$ cat config.mk
export PLATFORM = sky130hd
export DESIGN_NAME = spike_event_packetizer
export DESIGN_NICKNAME = d
export VERILOG_FILES = /design/src/rtl/spike_pkt_pkg.sv /design/src/rtl/pkt_fifo.sv /design/src/rtl/spike_event_packetizer.sv
export SDC_FILE = /design/constraint.sdc
export NUM_CORES = 1
export LEC_CHECK = 0
export BUFFER_PORTS_ARGS = -buffer_cell sky130_fd_sc_hd__buf_2
export CORE_ASPECT_RATIO = 0.9
export CORE_MARGIN = 5
export CORE_UTILIZATION = 35
export DETAILED_ROUTE_END_ITERATION = 7
export PLACE_DENSITY = 0.48
export SYNTH_ARGS = -nofsm -noshare
export SYNTH_HDL_FRONTEND = slang
export SYNTH_SLANG_ARGS = --single-unit
$ cat constraint.sdc
create_clock -name clk -period 4.2 [get_ports clk]
set_clock_uncertainty 0.2 [all_clocks]
set_input_delay 0.21 -clock clk [delete_from_list [all_inputs] [get_ports clk]]
set_output_delay 0.21 -clock clk [all_outputs]
set_load 0.05 [all_outputs]
$ cat src/rtl/spike_pkt_pkg.sv
// Shared record layout, header bit map, FSM states and CRC helpers for spike_event_packetizer.
// Build option PKT_CRC_EN appends a CRC-8 byte to every packet.
package spike_pkt_pkg;

    localparam int TS_WIDTH = 16;
    localparam int UNIT_W   = 3;
    localparam int EVT_W    = 2;
    localparam int REC_W    = UNIT_W + EVT_W + 1 + TS_WIDTH;

    localparam int HDR_OVF_BIT   = 0;
    localparam int HDR_SPIKE_BIT = 1;
    localparam int HDR_EVT_LSB   = 2;
    localparam int HDR_UNIT_LSB  = 4;
    localparam int HDR_MARK_BIT  = 7;

    typedef struct packed {
        logic [UNIT_W-1:0]   unit;
        logic [EVT_W-1:0]    evt;
        logic                spike;
        logic [TS_WIDTH-1:0] ts;
    } spike_rec_t;

    typedef enum logic [2:0] {
        ST_IDLE,
        ST_HDR,
        ST_TS_HI,
`ifdef PKT_CRC_EN
        ST_TS_LO,
        ST_CRC
`else
        ST_TS_LO
`endif
    } pkt_state_e;

    function automatic logic [7:0] make_header(input spike_rec_t rec, input logic ovf);
        logic [7:0] hdr;
        hdr                             = '0;
        hdr[HDR_MARK_BIT]               = 1'b1;
        hdr[HDR_UNIT_LSB +: UNIT_W]     = rec.unit;
        hdr[HDR_EVT_LSB +: EVT_W]       = rec.evt;
        hdr[HDR_SPIKE_BIT]              = rec.spike;
        hdr[HDR_OVF_BIT]                = ovf;
        return hdr;
    endfunction

`ifdef PKT_CRC_EN
    localparam logic [7:0] CRC_POLY = 8'h07;
    localparam logic [7:0] CRC_INIT = 8'h00;

    // MSB-first, one byte per call.
    function automatic logic [7:0] crc8_byte(input logic [7:0] crc_in, input logic [7:0] data);
        logic [7:0] c;
        c = crc_in ^ data;
        for (int b = 0; b < 8; b++) begin
            c = c[7] ? ({c[6:0], 1'b0} ^ CRC_POLY) : {c[6:0], 1'b0};
        end
        return c;
    endfunction

    function automatic logic [7:0] crc8_packet(input logic [7:0] hdr, input logic [TS_WIDTH-1:0] ts);
        logic [7:0] c;
        c = crc8_byte(CRC_INIT, hdr);
        c = crc8_byte(c, ts[TS_WIDTH-1 -: 8]);
        c = crc8_byte(c, ts[7:0]);
        return c;
    endfunction
`endif

endpackage

$ cat src/rtl/pkt_fifo.sv
// Synchronous record FIFO with show-ahead read data; DEPTH must be a power of two.
module pkt_fifo #(
    parameter int WIDTH = 22,
    parameter int DEPTH = 8,
    localparam int AW   = $clog2(DEPTH)
) (
    input  logic             clk,
    input  logic             rst,
    input  logic             i_wr_en,
    input  logic [WIDTH-1:0] i_wr_data,
    input  logic             i_rd_en,
    output logic [WIDTH-1:0] o_rd_data,
    output logic             o_full,
    output logic             o_empty,
    output logic [AW:0]      o_level
);

    logic [WIDTH-1:0] r_mem [DEPTH];
    logic [AW-1:0]    r_wr_ptr;
    logic [AW-1:0]    r_rd_ptr;
    logic [AW:0]      r_count;
    logic             w_wr;
    logic             w_rd;

    assign o_full    = (r_count == (AW+1)'(DEPTH));
    assign o_empty   = (r_count == '0);
    assign o_level   = r_count;
    assign o_rd_data = r_mem[r_rd_ptr];
    assign w_wr      = i_wr_en && !o_full;
    assign w_rd      = i_rd_en && !o_empty;

    // NOTE: storage is deliberately left out of reset; r_count gates every read, so stale
    // contents are never observed and the array can map onto plain RAM.
    always_ff @(posedge clk) begin
        if (w_wr) begin
            r_mem[r_wr_ptr] <= i_wr_data;
        end
    end

    // NOTE: all state uses non-blocking assignment so every register samples pre-edge values.
    always_ff @(posedge clk or posedge rst) begin
        if (rst) begin
            r_wr_ptr <= '0;
            r_rd_ptr <= '0;
            r_count  <= '0;
        end else begin
            if (w_wr) begin
                r_wr_ptr <= r_wr_ptr + 1'b1;
            end
            if (w_rd) begin
                r_rd_ptr <= r_rd_ptr + 1'b1;
            end
            case ({w_wr, w_rd})
                2'b10:   r_count <= r_count + 1'b1;
                2'b01:   r_count <= r_count - 1'b1;
                default: r_count <= r_count;
            endcase
        end
    end

endmodule

$ cat src/rtl/spike_event_packetizer.sv
// Snapshots per-unit detections, timestamps them and streams one packet per active unit.
// Define PKT_CRC_EN for 4-byte packets with a trailing CRC-8; default is 3-byte packets.
module spike_event_packetizer
    import spike_pkt_pkg::*;
#(
    parameter int NUM_UNITS  = 2,
    parameter int FIFO_DEPTH = 8
) (
    input  logic                          clk,
    input  logic                          rst,
    input  logic [NUM_UNITS-1:0]          spike_detection_array,
    input  logic [2*NUM_UNITS-1:0]        event_out_array,
    input  logic                          detect_valid,
    output logic [7:0]                    tx_data,
    output logic                          tx_valid,
    input  logic                          tx_ready,
    output logic [$clog2(FIFO_DEPTH):0]   fifo_level,
    output logic                          overflow
);

    logic [TS_WIDTH-1:0]    r_timestamp;
    logic [TS_WIDTH-1:0]    r_pend_ts;
    logic [NUM_UNITS-1:0]   r_pend_mask;
    logic [NUM_UNITS-1:0]   r_pend_spike;
    logic [2*NUM_UNITS-1:0] r_pend_event;

    logic [NUM_UNITS-1:0]   w_active;
    logic [NUM_UNITS-1:0]   w_sel_onehot;
    logic [UNIT_W-1:0]      w_sel_unit;
    logic [EVT_W-1:0]       w_sel_evt;
    logic                   w_sel_spike;
    logic                   w_pend_any;
    logic                   w_push;
    logic                   w_fifo_wr;
    logic                   w_drop;
    logic                   w_fifo_full;
    logic                   w_fifo_empty;
    logic                   w_hs;
    logic                   w_pkt_done;
    logic                   w_hdr_load;
    spike_rec_t             w_push_rec;
    spike_rec_t             w_pop_rec;
    logic [REC_W-1:0]       w_push_data;
    logic [REC_W-1:0]       w_pop_data;

    pkt_state_e             r_state;
    logic [7:0]             r_tx_data;
    logic                   r_tx_valid;
    logic                   r_overflow;
    logic [TS_WIDTH-1:0]    r_cur_ts;
`ifdef PKT_CRC_EN
    logic [7:0]             r_cur_hdr;
`endif

    // NOTE: every always_comb output gets a default before any branch so no latch is inferred.
    always_comb begin
        w_active = '0;
        for (int i = 0; i < NUM_UNITS; i++) begin
            w_active[i] = spike_detection_array[i] || (event_out_array[2*i +: 2] != 2'b00);
        end
    end

    // Descending scan: the last hit, i.e. the lowest set index, wins.
    always_comb begin
        w_sel_onehot = '0;
        w_sel_unit   = '0;
        w_sel_evt    = '0;
        w_sel_spike  = 1'b0;
        for (int i = NUM_UNITS - 1; i >= 0; i--) begin
            if (r_pend_mask[i]) begin
                w_sel_onehot    = '0;
                w_sel_onehot[i] = 1'b1;
                w_sel_unit      = UNIT_W'(i);
                w_sel_evt       = r_pend_event[2*i +: EVT_W];
                w_sel_spike     = r_pend_spike[i];
            end
        end
    end

    // A fresh snapshot discards whatever the scanner has not pushed yet.
    assign w_pend_any  = |r_pend_mask;
    assign w_push      = w_pend_any && !detect_valid;
    assign w_fifo_wr   = w_push && !w_fifo_full;
    assign w_drop      = (detect_valid && w_pend_any) || (w_push && w_fifo_full);
    assign w_push_rec  = '{unit: w_sel_unit, evt: w_sel_evt, spike: w_sel_spike, ts: r_pend_ts};
    assign w_push_data = w_push_rec;
    assign w_pop_rec   = w_pop_data;

    always_ff @(posedge clk or posedge rst) begin
        if (rst) begin
            r_timestamp  <= '0;
            r_pend_ts    <= '0;
            r_pend_mask  <= '0;
            r_pend_spike <= '0;
            r_pend_event <= '0;
        end else if (detect_valid) begin
            r_timestamp  <= r_timestamp + 1'b1;
            r_pend_ts    <= r_timestamp;
            r_pend_mask  <= w_active;
            r_pend_spike <= spike_detection_array;
            r_pend_event <= event_out_array;
        end else if (w_pend_any) begin
            r_pend_mask  <= r_pend_mask & ~w_sel_onehot;
        end
    end

    pkt_fifo #(
        .WIDTH (REC_W),
        .DEPTH (FIFO_DEPTH)
    ) u_fifo (
        .clk       (clk),
        .rst       (rst),
        .i_wr_en   (w_fifo_wr),
        .i_wr_data (w_push_data),
        .i_rd_en   (w_hdr_load),
        .o_rd_data (w_pop_data),
        .o_full    (w_fifo_full),
        .o_empty   (w_fifo_empty),
        .o_level   (fifo_level)
    );

    assign w_hs = r_tx_valid && tx_ready;
`ifdef PKT_CRC_EN
    assign w_pkt_done = (r_state == ST_CRC) && w_hs;
`else
    assign w_pkt_done = (r_state == ST_TS_LO) && w_hs;
`endif
    // Back-to-back packets: the last byte's handshake loads the next header directly.
    assign w_hdr_load = !w_fifo_empty && ((r_state == ST_IDLE) || w_pkt_done);

    always_ff @(posedge clk or posedge rst) begin
        if (rst) begin
            r_state    <= ST_IDLE;
            r_tx_data  <= '0;
            r_tx_valid <= 1'b0;
            r_cur_ts   <= '0;
            r_overflow <= 1'b0;
`ifdef PKT_CRC_EN
            r_cur_hdr  <= '0;
`endif
        end else begin
            if (w_drop) begin
                r_overflow <= 1'b1;
            end else if (w_hdr_load) begin
                r_overflow <= 1'b0;
            end

            if (w_hdr_load) begin
                r_state    <= ST_HDR;
                r_tx_data  <= make_header(w_pop_rec, r_overflow);
                r_tx_valid <= 1'b1;
                r_cur_ts   <= w_pop_rec.ts;
`ifdef PKT_CRC_EN
                r_cur_hdr  <= make_header(w_pop_rec, r_overflow);
`endif
            end else if (w_pkt_done) begin
                r_state    <= ST_IDLE;
                r_tx_valid <= 1'b0;
            end else if (w_hs) begin
                case (r_state)
                    ST_HDR: begin
                        r_tx_data <= r_cur_ts[TS_WIDTH-1 -: 8];
                        r_state   <= ST_TS_HI;
                    end
                    ST_TS_HI: begin
                        r_tx_data <= r_cur_ts[7:0];
                        r_state   <= ST_TS_LO;
                    end
`ifdef PKT_CRC_EN
                    ST_TS_LO: begin
                        r_tx_data <= crc8_packet(r_cur_hdr, r_cur_ts);
                        r_state   <= ST_CRC;
                    end
`endif
                    default: ;
                endcase
            end
        end
    end

    assign tx_data  = r_tx_data;
    assign tx_valid = r_tx_valid;
    assign overflow = r_overflow;

endmodule

==> impl_metrics.ini, run 1 <==
[clocking]
cts_setup_buffers = 0
cts.sinks = 238
cts_resized = 0
cts_root_buf = clkbuf_16
htree_levels = 1
cts_buffer_depth = 3
clkSlewWorstSetupHoldPaths_ns = 0.06
ctsHoldBuffers = 10
numCtsBuffers = 26
cts_tree = built
clk_latency_ns = 0.53

[sta]
period_needed_ns = 2.962
finalHoldViolCount = 0
drv_slew = 0
rsz0062_at_grt = no
relSlewSlack_pct = 41.05
fmax_mhz = 337.6
finalCritPeriodShare_pct = 70.52
finalSetupViolations = 0
worst_pin_slew_ns = 0.8822
fin_setup_tns_ns = 0

[pwr]
switching_share_pct = 33.03
p_per_area_mw_per_mm2 = 713.3
pwr-share-clk_pct = 27.6
seq_power_share_pct = 44.7
p_comb_share_pct = 27.7
p_leak_uw = 0.004009
netSwitchingPower_uw = 2585
p_int_uw = 5241
ir_drop_mv = 0.2894

[floorplanning]
ios = 24
initial_core_util_pct = 35.36
die_h_um = 166.6
dieWidth_um = 184.0
core_mm2 = 0.02696
rows = 57
die_area_mm2 = 0.03064

[synth]
netlist_instances = 533
synth_top_area_share_pct = 50.41
ys_types = 48
synth-async-reset-ratio_pct = 32.77
synth_flop_cell = edfxtp_1
ys_warn_count = 0
synth_area_per_cell_um2 = 17.88
synthTopCellsByArea = edfxtp_1 50%, dfrtp_1 20%, mux4_2 9.5%
synth_area_leader_cell = edfxtp_1
syn_nets = 554
ys_ff_latch = 238
syn-cell-area_mm2 = 0.009532
synth-edff-count = 160
ys_seq_area_share_pct = 70.88
synth.most_common_cell = edfxtp_1
synth_common_cells = 160 x edfxtp_1, 78 x dfrtp_1, 40 x mux4_2, 34 x nor2_1, 29 x mux2i_1

[min_path]
min_path_type = input port to asynchronous set/reset pin

[drt]
dr.pass1.iters = 4
ant_nets = 0
drc = 0
met2_length_um = 9085
wl_met1_um = 9329
wl_met3_um = 782
routed_via_density = 4.983
wl_per_cell_um = 20.66
vias = 4744
top_layer = met4
drtIter0Drc = 285
wl_um = 19670

[critical_path]
path_class = flop to flop
crit_fanout = 5
reg2regPathDepth = 9
r2r_slack_ns = 1.24
critical_path_required_ns = 4.40
r2r-start = r_state[0]
startpoint_type = flop
critPathMaxStageDelay_ns = 0.46
crit_path_frequent_cell = ha_1
endpoint_kind = flop
r2r_end = u_fifo.o_level[3]
crit_path_cell_trace = ha_1, a31oi_1, nor2_4, ha_1, ha_1, a21o_1, a2111oi_0, nand4b_1, nand3_1
cp_slowest_cell = a2111oi_0
worst_ep_arrival_time_ns = 3.16

[status]
outcome = complete, no violations

[layout]
nets = 600
regArea_mm2 = 0.006759
nFillCells = 2483
syn_to_final_growth_pct = 15.11
drive_above_1_share_pct = 26.09
multiInputGateArea_mm2 = 0.002618
antenna_cells = 0
fin_area_mm2 = 0.01097

[global_route]
grt_pass1_wl_um = 30480
grt_pass1_vias = 5071
antenna_found_initial = 0
grt_max_degree = 50
overflow = 0
grt_use_total_pct = 12.89

[placed_design]
placed_area_mm2 = 0.01006
placement.io_buffers = 23
dp_hpwl_um = 11580
place.gp.congestion = 0.7026

[run]
cap_violations = 0
## power groups by stage
stage | registers [uW] | clock network (uW) | logic [uW]
after detailed placement | 3550 | 0 | 2200
final | 3500 | 2160 | 2170
after floorplan | 3510 | 0 | 1620
after global routing | 3570 | 2310 | 2380
after global placement | 3520 | 0 | 2170
after CTS | 3510 | 2220 | 2220
## layer usage
layer	up-vias	track usage, %
li1	2153	-
met1	2460	18.96
met2	96	20.08
met3	35	2.094
met4	0	3.343
met5	-	0
## stage by stage
stage          util, %  setup slack, ns  std cells  hold WS (ns)  power (uW)
2_1_floorplan        -           0.7548        533        0.1349        5132
3_3_place_gp     37.30            1.472        895        0.1005        5682
3_5_place_dp     37.30            1.300        895        0.1068        5756
4_1_cts          40.70            1.271        952       0.09811        7950
5_1_grt          40.70            1.091        952        0.1669        8256
6_report         40.70            1.238        952       0.08214        7826
## sequential cells by signal (all words and copies together), names as in the netlist, 4 cells and up
register,count
r_cur_ts,16
r_timestamp,16
u_fifo.o_level,4
tx_data,8
r_pend_ts,16
u_fifo.r_mem,160
r_pend_event,4
## cells in the final DEF (no fill, tap or decap), types with 2 or more instances in the layout
master	instances
mux4_2	40
nand4b_1	2
dlygate4sd3_1	10
buf_2	23
and3_1	2
clkbuf_16	26
dfrtp_2	2
nor2_4	3
dfrtp_1	76
xor2_1	10
clkbuf_8	4
nor2_1	32
a21oi_1	25
clkinv_2	4
nand4_1	5
mux2_2	25
clkbuf_1	7
nor3_2	3
nand3_1	4
inv_1	7
xnor2_1	11
buf_4	12
a22o_1	2
nand2_1	17
mux2i_1	29
o21ai_0	6
clkinv_1	4
edfxtp_1	160
ha_1	10
o211ai_1	2
nor3b_2	4
a211oi_1	5
nor4_4	2
nor3_1	3
## area by class of cell
cell class | count | share of cell area (%)
clock buffers | 37 | 6.671
inverters | 8 | 0.2851
multi-input cells | 260 | 23.86
clock inverters | 10 | 0.7641
repair buffers | 45 | 2.783
flip-flops and latches | 238 | 61.60
well taps | 354 | 4.037
## cells by family after synthesis
logic type	count (synthesis)	synth area share, %
AND/OR/NAND/NOR	84	4.962
multiplexers	94	15.45
XOR/XNOR	21	1.930
adder cells (fa/ha/maj)	11	1.523
AO/OA/AOI/OAI	50	3.282
buffers and inverters	35	1.969
flip-flops	238	70.88
## how the worst max path moves through the flow
stage,cells after the start,endpoint,slack (ns),startpoint
5_1_grt,9,u_fifo.o_level[3],1.09,r_state[0]
4_1_cts,9,u_fifo.o_level[3],1.27,r_state[0]
3_5_place_dp,9,u_fifo.o_level[3],1.30,u_fifo.o_level[0]
2_1_floorplan,4,u_fifo.r_mem[0][0],0.75,u_fifo.o_level[0]
3_3_place_gp,9,u_fifo.o_level[3],1.47,u_fifo.o_level[0]
6_report,9,u_fifo.o_level[3],1.24,r_state[0]
## critical path, delay by kind of cell, from the launching register on
kind | cells | cell delay (ns)
adder cells (fa/ha/maj) | 3 | 0.81
AND/OR/NAND/NOR | 3 | 0.32
flip-flops | 1 | 0.42
AO/OA/AOI/OAI | 3 | 1.10
(Power assumes the default switching activity.)
==> inputs of run 2 (changes only) <==
==> constraint.sdc (replaced) <==
create_clock -name clk -period 2.8 [get_ports clk]
set_clock_uncertainty 0.2 [all_clocks]
set_input_delay 0.14 -clock clk [delete_from_list [all_inputs] [get_ports clk]]
set_output_delay 0.14 -clock clk [all_outputs]
set_load 0.05 [all_outputs]
==> run 2 against run 1 <==
  * Sequential share of layout area is 2.1 points lower
  * Final area is 3.7% higher
  * Sequential cell count stayed put
  * Combinational power is 65% higher
  * Fmax is 13% higher
  * Final cell count is 1.2% higher
  * Critical path type unchanged
==> impl_metrics.ini, run 2 (synthesis results as in run 1) <==
[layout]
largest_register_ffs = 160
drive_above_1_share_pct = 29.39
regMostFlops = u_fifo.r_mem
final_cell_mix = 160 x edfxtp_1, 73 x dfrtp_1, 40 x mux4_2, 32 x nor2_1, 29 x mux2i_1
nets = 610
final_common_cell = edfxtp_1
antenna_cells = 0
nFillCells = 2400
syn_to_final_growth_pct = 19.32

[critical_path]
startpoint_type = flop
crit_path_cell_trace = inv_1, ha_1, a31oi_4, nor2_4, ha_1, ha_1, a21o_1, a2111oi_2, nand4b_1, nand3_1
crit_path_frequent_cell = ha_1
path_class = flop to flop
critical_path_required_ns = 2.99
crit_fanout = 5
cp_slowest_cell = dfrtp_1
worst_ep_arrival_time_ns = 2.82
critPathMaxStageDelay_ns = 0.40
endpoint_kind = flop
cp_num_buf_inv = 1
cp_top_family = adder cells

[clocking]
cts_tree = built
cts.sinks = 238
cts_root_buf = clkbuf_16
clk_latency_ns = 0.51
cts_buffer_depth = 3
clkSlewWorstSetupHoldPaths_ns = 0.06
htree_levels = 1
numCtsBuffers = 26

[floorplanning]
die_area_mm2 = 0.03064
ios = 24
core_mm2 = 0.02696
die_h_um = 166.6
rows = 57
dieWidth_um = 184.0
initial_core_util_pct = 35.36

[placed_design]
placement.io_buffers = 23
dp_hpwl_um = 12060
place.gp.congestion = 0.7651

[run]
cap_violations = 0

[global_route]
antenna_found_initial = 0
grt_pass1_vias = 5044
grt_use_total_pct = 13.22
grt_pass1_wl_um = 31070
grt_max_degree = 50
overflow = 0

[pwr]
p_per_area_mw_per_mm2 = 1108
ir_drop_mv = 0.4782
p_leak_uw = 0.004201
p_total_uw = 12600

[drt]
drtIter0Drc = 320
ant_nets = 0
wl_per_cell_um = 20.66
dr.pass1.iters = 4
wl_um = 19900
vias = 4763
drc = 0
routed_via_density = 4.946

[sta]
period_needed_ns = 2.627
fin_setup_tns_ns = 0
worst_pin_slew_ns = 0.9957
drv_slew = 0
finalSetupViolations = 0
relSlewSlack_pct = 32.92
finalCritPeriodShare_pct = 93.83
rsz0062_at_grt = no
holdWs_ns = 0.1071
finalHoldViolCount = 0
fmax_mhz = 380.6

[status]
outcome = complete, no violations

[min_path]
min_path_type = input port to asynchronous set/reset pin
-- run 2: cell types whose count changed in the layout (fill, tap and decap cells not counted), moves of 4 or more --
cell       change
bufinv_16      +7
nor3b_2        -4
clkbuf_1       -5
nor3b_4        +4
buf_12         +8
-- run 2: metal layers --
layer | track usage, % | wire [um]
met5 | 0 | 0
met4 | 2.764 | 339
met3 | 2.225 | 776
met2 | 20.27 | 9188
met1 | 20.00 | 9592
-- run 2: per-stage QoR --
step	cells	setup WS (ns)	util [%]	instance area (um^2)
final	963	0.1728	42.19	11370
after floorplan	533	0.05988	-	9554
after detailed placement	905	0.06197	38.09	10270
after CTS	962	0.04945	42.11	11350
after global placement	905	0.1741	38.09	10270
after global routing	963	0.01839	42.19	11370
-- run 2: tightest hold or removal path: stages --
cell and delay (ns):
dlygate4sd3_1 0.53, buf_2 0.12, clkinv_2 0.53
-- run 2: repair_timing --
action	in CTS	in global routing
setup endpoints to repair	0	1
buffers inserted	0	1
resized for setup	0	3
endpoints found under the hold margin	54	0
hold buffers	9	0
-- run 2: cell type report --
type / instances / area, um^2 / share of cell area, %
flip-flops and latches: 238 / 6763 / 59.46
multi-input cells: 260 / 2666 / 23.44
clock buffers: 31 / 710.7 / 6.249
repair buffers: 55 / 478.0 / 4.202
well taps: 354 / 442.9 / 3.894
clock inverters: 17 / 281.5 / 2.475
inverters: 8 / 31.28 / 0.2750
-- run 2: path summary, 6_finish.rpt --
path,from,to,slack (ns),cells past startpoint
setup / recovery,r_state[0],u_fifo.o_level[3],0.17,10
hold / removal,rst,r_pend_event[0],0.11,3
setup reg to reg,r_state[0],u_fifo.o_level[3],0.17,10
hold reg to reg,r_timestamp[15],r_timestamp[15],0.27,1
max in group asynchronous,rst,u_fifo.r_rd_ptr[1],1.59,4
min in group clk,event_out_array[0],r_pend_event[0],0.22,3
-- run 2: power by group --
group          switching (uW)  internal, uW
registers                 591          4550
logic                    2020          1560
clock network            1340          2540
total                    3950          8650
==> inputs of run 3 (changes only) <==
--- a/config.mk
+++ b/config.mk
@@ -6,11 +6,13 @@
 export NUM_CORES = 1
 export LEC_CHECK = 0
 export BUFFER_PORTS_ARGS = -buffer_cell sky130_fd_sc_hd__buf_2
+export CELL_PAD_IN_SITES_DETAIL_PLACEMENT = 0
+export CELL_PAD_IN_SITES_GLOBAL_PLACEMENT = 1
 export CORE_ASPECT_RATIO = 0.9
 export CORE_MARGIN = 5
-export CORE_UTILIZATION = 35
+export CORE_UTILIZATION = 54
 export DETAILED_ROUTE_END_ITERATION = 7
-export PLACE_DENSITY = 0.48
+export PLACE_DENSITY = 0.77
 export SYNTH_ARGS = -nofsm -noshare
 export SYNTH_HDL_FRONTEND = slang
 export SYNTH_SLANG_ARGS = --single-unit
==> run 3 against run 2 <==
  * Sequential share of layout area increased by 1.7 points
  * Clock-buffer cell count increased by 5
  * Critical endpoint unchanged
  * Global-route usage increased by 5.4 points
  * Register-to-register slack got worse by 0.08 ns
  * Worst hold slack got worse by 0.065 ns
  * Non-clock buffer count decreased by 3
  * Core utilization increased by 21 points
  * Total power decreased by 3.8%
==> impl_metrics.ini, run 3 (synthesis results as in run 1) <==
[clocking]
cts_tree = built
clkSlewWorstSetupHoldPaths_ns = 0.06
cts.sinks = 238
cts_buffer_depth = 3
cts_root_buf = clkbuf_16
numCtsBuffers = 25
clk_latency_ns = 0.52
htree_levels = 1

[global_route]
grt_pass1_vias = 4897
overflow = 0
grt_max_degree = 50
grt_pass1_wl_um = 28750
antenna_found_initial = 0
grt_use_total_pct = 18.58

[sta]
worst_pin_slew_ns = 0.9260
fin_setup_tns_ns = 0
period_needed_ns = 2.709
finalHoldViolCount = 0
drv_slew = 0
relSlewSlack_pct = 37.62
finalSetupViolations = 0
fmax_mhz = 369.1
rsz0062_at_grt = no
finalCritPeriodShare_pct = 96.75

[critical_path]
crit_path_frequent_cell = ha_1
critical_path_required_ns = 3.00
cp_slowest_cell = dfrtp_1
worst_ep_arrival_time_ns = 2.91
cp_top_family = compound AO/OA/AOI/OAI gates
startpoint_type = flop
critPathMaxStageDelay_ns = 0.41
crit_path_cell_trace = ha_1, a31oi_4, nor2_4, ha_1, ha_1, a21o_1, a2111oi_0, nand4b_1, nand3_1
endpoint_kind = flop
cp_num_buf_inv = 0
path_class = flop to flop
crit_fanout = 5

[placed_design]
place.gp.congestion = 0.7830
placed_area_mm2 = 0.01001
dp_hpwl_um = 10700
dp.cells = 787
placement.io_buffers = 23

[layout]
nFillCells = 1268
fin_area_mm2 = 0.01106
syn_to_final_growth_pct = 15.99
stdcell_count = 844
largest_register_ffs = 160
nets = 606
regMostFlops = u_fifo.r_mem
antenna_cells = 0
final_cell_mix = 160 x edfxtp_1, 73 x dfrtp_1, 40 x mux4_2, 32 x nor2_1, 30 x clkbuf_16
drive_above_1_share_pct = 28.64
final_common_cell = edfxtp_1

[drt]
drc = 0
vias = 4776
ant_nets = 0
wl_per_cell_um = 21.14
wl_um = 17840
drtIter0Drc = 425
routed_via_density = 5.659
dr.pass1.iters = 4

[pwr]
ir_drop_mv = 0.6732
p_leak_uw = 0.004119
p_per_area_mw_per_mm2 = 1096

[floorplanning]
die_area_mm2 = 0.02041
die_h_um = 136.0
ios = 24
rows = 46
dieWidth_um = 150.0
initial_core_util_pct = 54.48
core_mm2 = 0.01750

[run]
cap_violations = 0

[min_path]
min_path_type = input port to asynchronous set/reset pin

[status]
outcome = complete, no violations
[run 3: cell types whose count changed in the layout (fill, tap and decap cells not counted), sizes merged]
cell	delta
buf	-4
bufinv	-6
clkbuf	+5
clkinv	-4
clkinvlp	+2
dlygate4sd3	+1
inv	+1
[run 3: metrics by stage]
stage	util, %	hold slack (ns)	power, uW	setup slack, ns
6_report	63.19	0.04250	12120	0.09096
5_1_grt	63.19	0.1090	12770	0.01311
4_1_cts	63.09	0.05337	12250	0.07071
3_5_place_dp	57.20	0.06534	8661	0.06701
3_3_place_gp	57.20	0.06434	8521	0.2019
2_1_floorplan	-	0.06491	7720	0.05988
[run 3: power by group]
part / switching [uW] / internal [uW] / leakage [uW] / total [uW]
Clock: 1330 / 2220 / 0.000454 / 3550
Combinational: 1930 / 1510 / 0.00122 / 3440
Sequential: 582 / 4550 / 0.00244 / 5130
Total: 3840 / 8270 / 0.00412 / 12100
[run 3: metal layers]
metal / up-vias / global-route usage, % / part of all wire, %
li1: 2165 / - / -
met1: 2465 / 28.38 / 46
met2: 123 / 28.77 / 47
met3: 23 / 3.133 / 5.6
met4: 0 / 3.862 / 1.6
met5: - / 0 / 0
[run 3: path summary, 6_finish.rpt]
check,from,end,slack [ns],cells after the start
worst max-delay path,r_state[0],u_fifo.o_level[3],0.09,9
worst min-delay path,rst,r_pend_event[0],0.04,3
worst max register to register,r_state[0],u_fifo.o_level[3],0.09,9
worst min register to register,r_timestamp[15],r_timestamp[15],0.28,1
max in group asynchronous,rst,u_fifo.o_level[1],1.68,4
min in group clk,event_out_array[0],r_pend_event[0],0.20,3
[run 3: worst register-to-register path, stage by stage, from the launching register on]
cell	delay [ns]
dfrtp_1	0.41
ha_1	0.29
a31oi_4	0.28
nor2_4	0.06
ha_1	0.24
ha_1	0.28
a21o_1	0.21
a2111oi_0	0.37
nand4b_1	0.16
nand3_1	0.08
[run 3: area by class of cell]
cell class              count  area [um^2]  share of cell area (%)
inverters                   8        31.28                  0.2829
flip-flops and latches    238         6763                   61.17
multi-input cells         260         2623                   23.72
repair buffers             52        407.9                   3.689
clock inverters            10        117.6                   1.064
well taps                 240        300.3                   2.716
clock buffers              36        813.3                   7.356
[run 3: timing repair]
item / 4_1_cts / 5_1_grt
setup endpoints to repair: 0 / 1
setup buffers: 0 / 1
gates resized for setup: 0 / 1
hold buffers: 10 / 0
hold endpoints to repair: 90 / 0
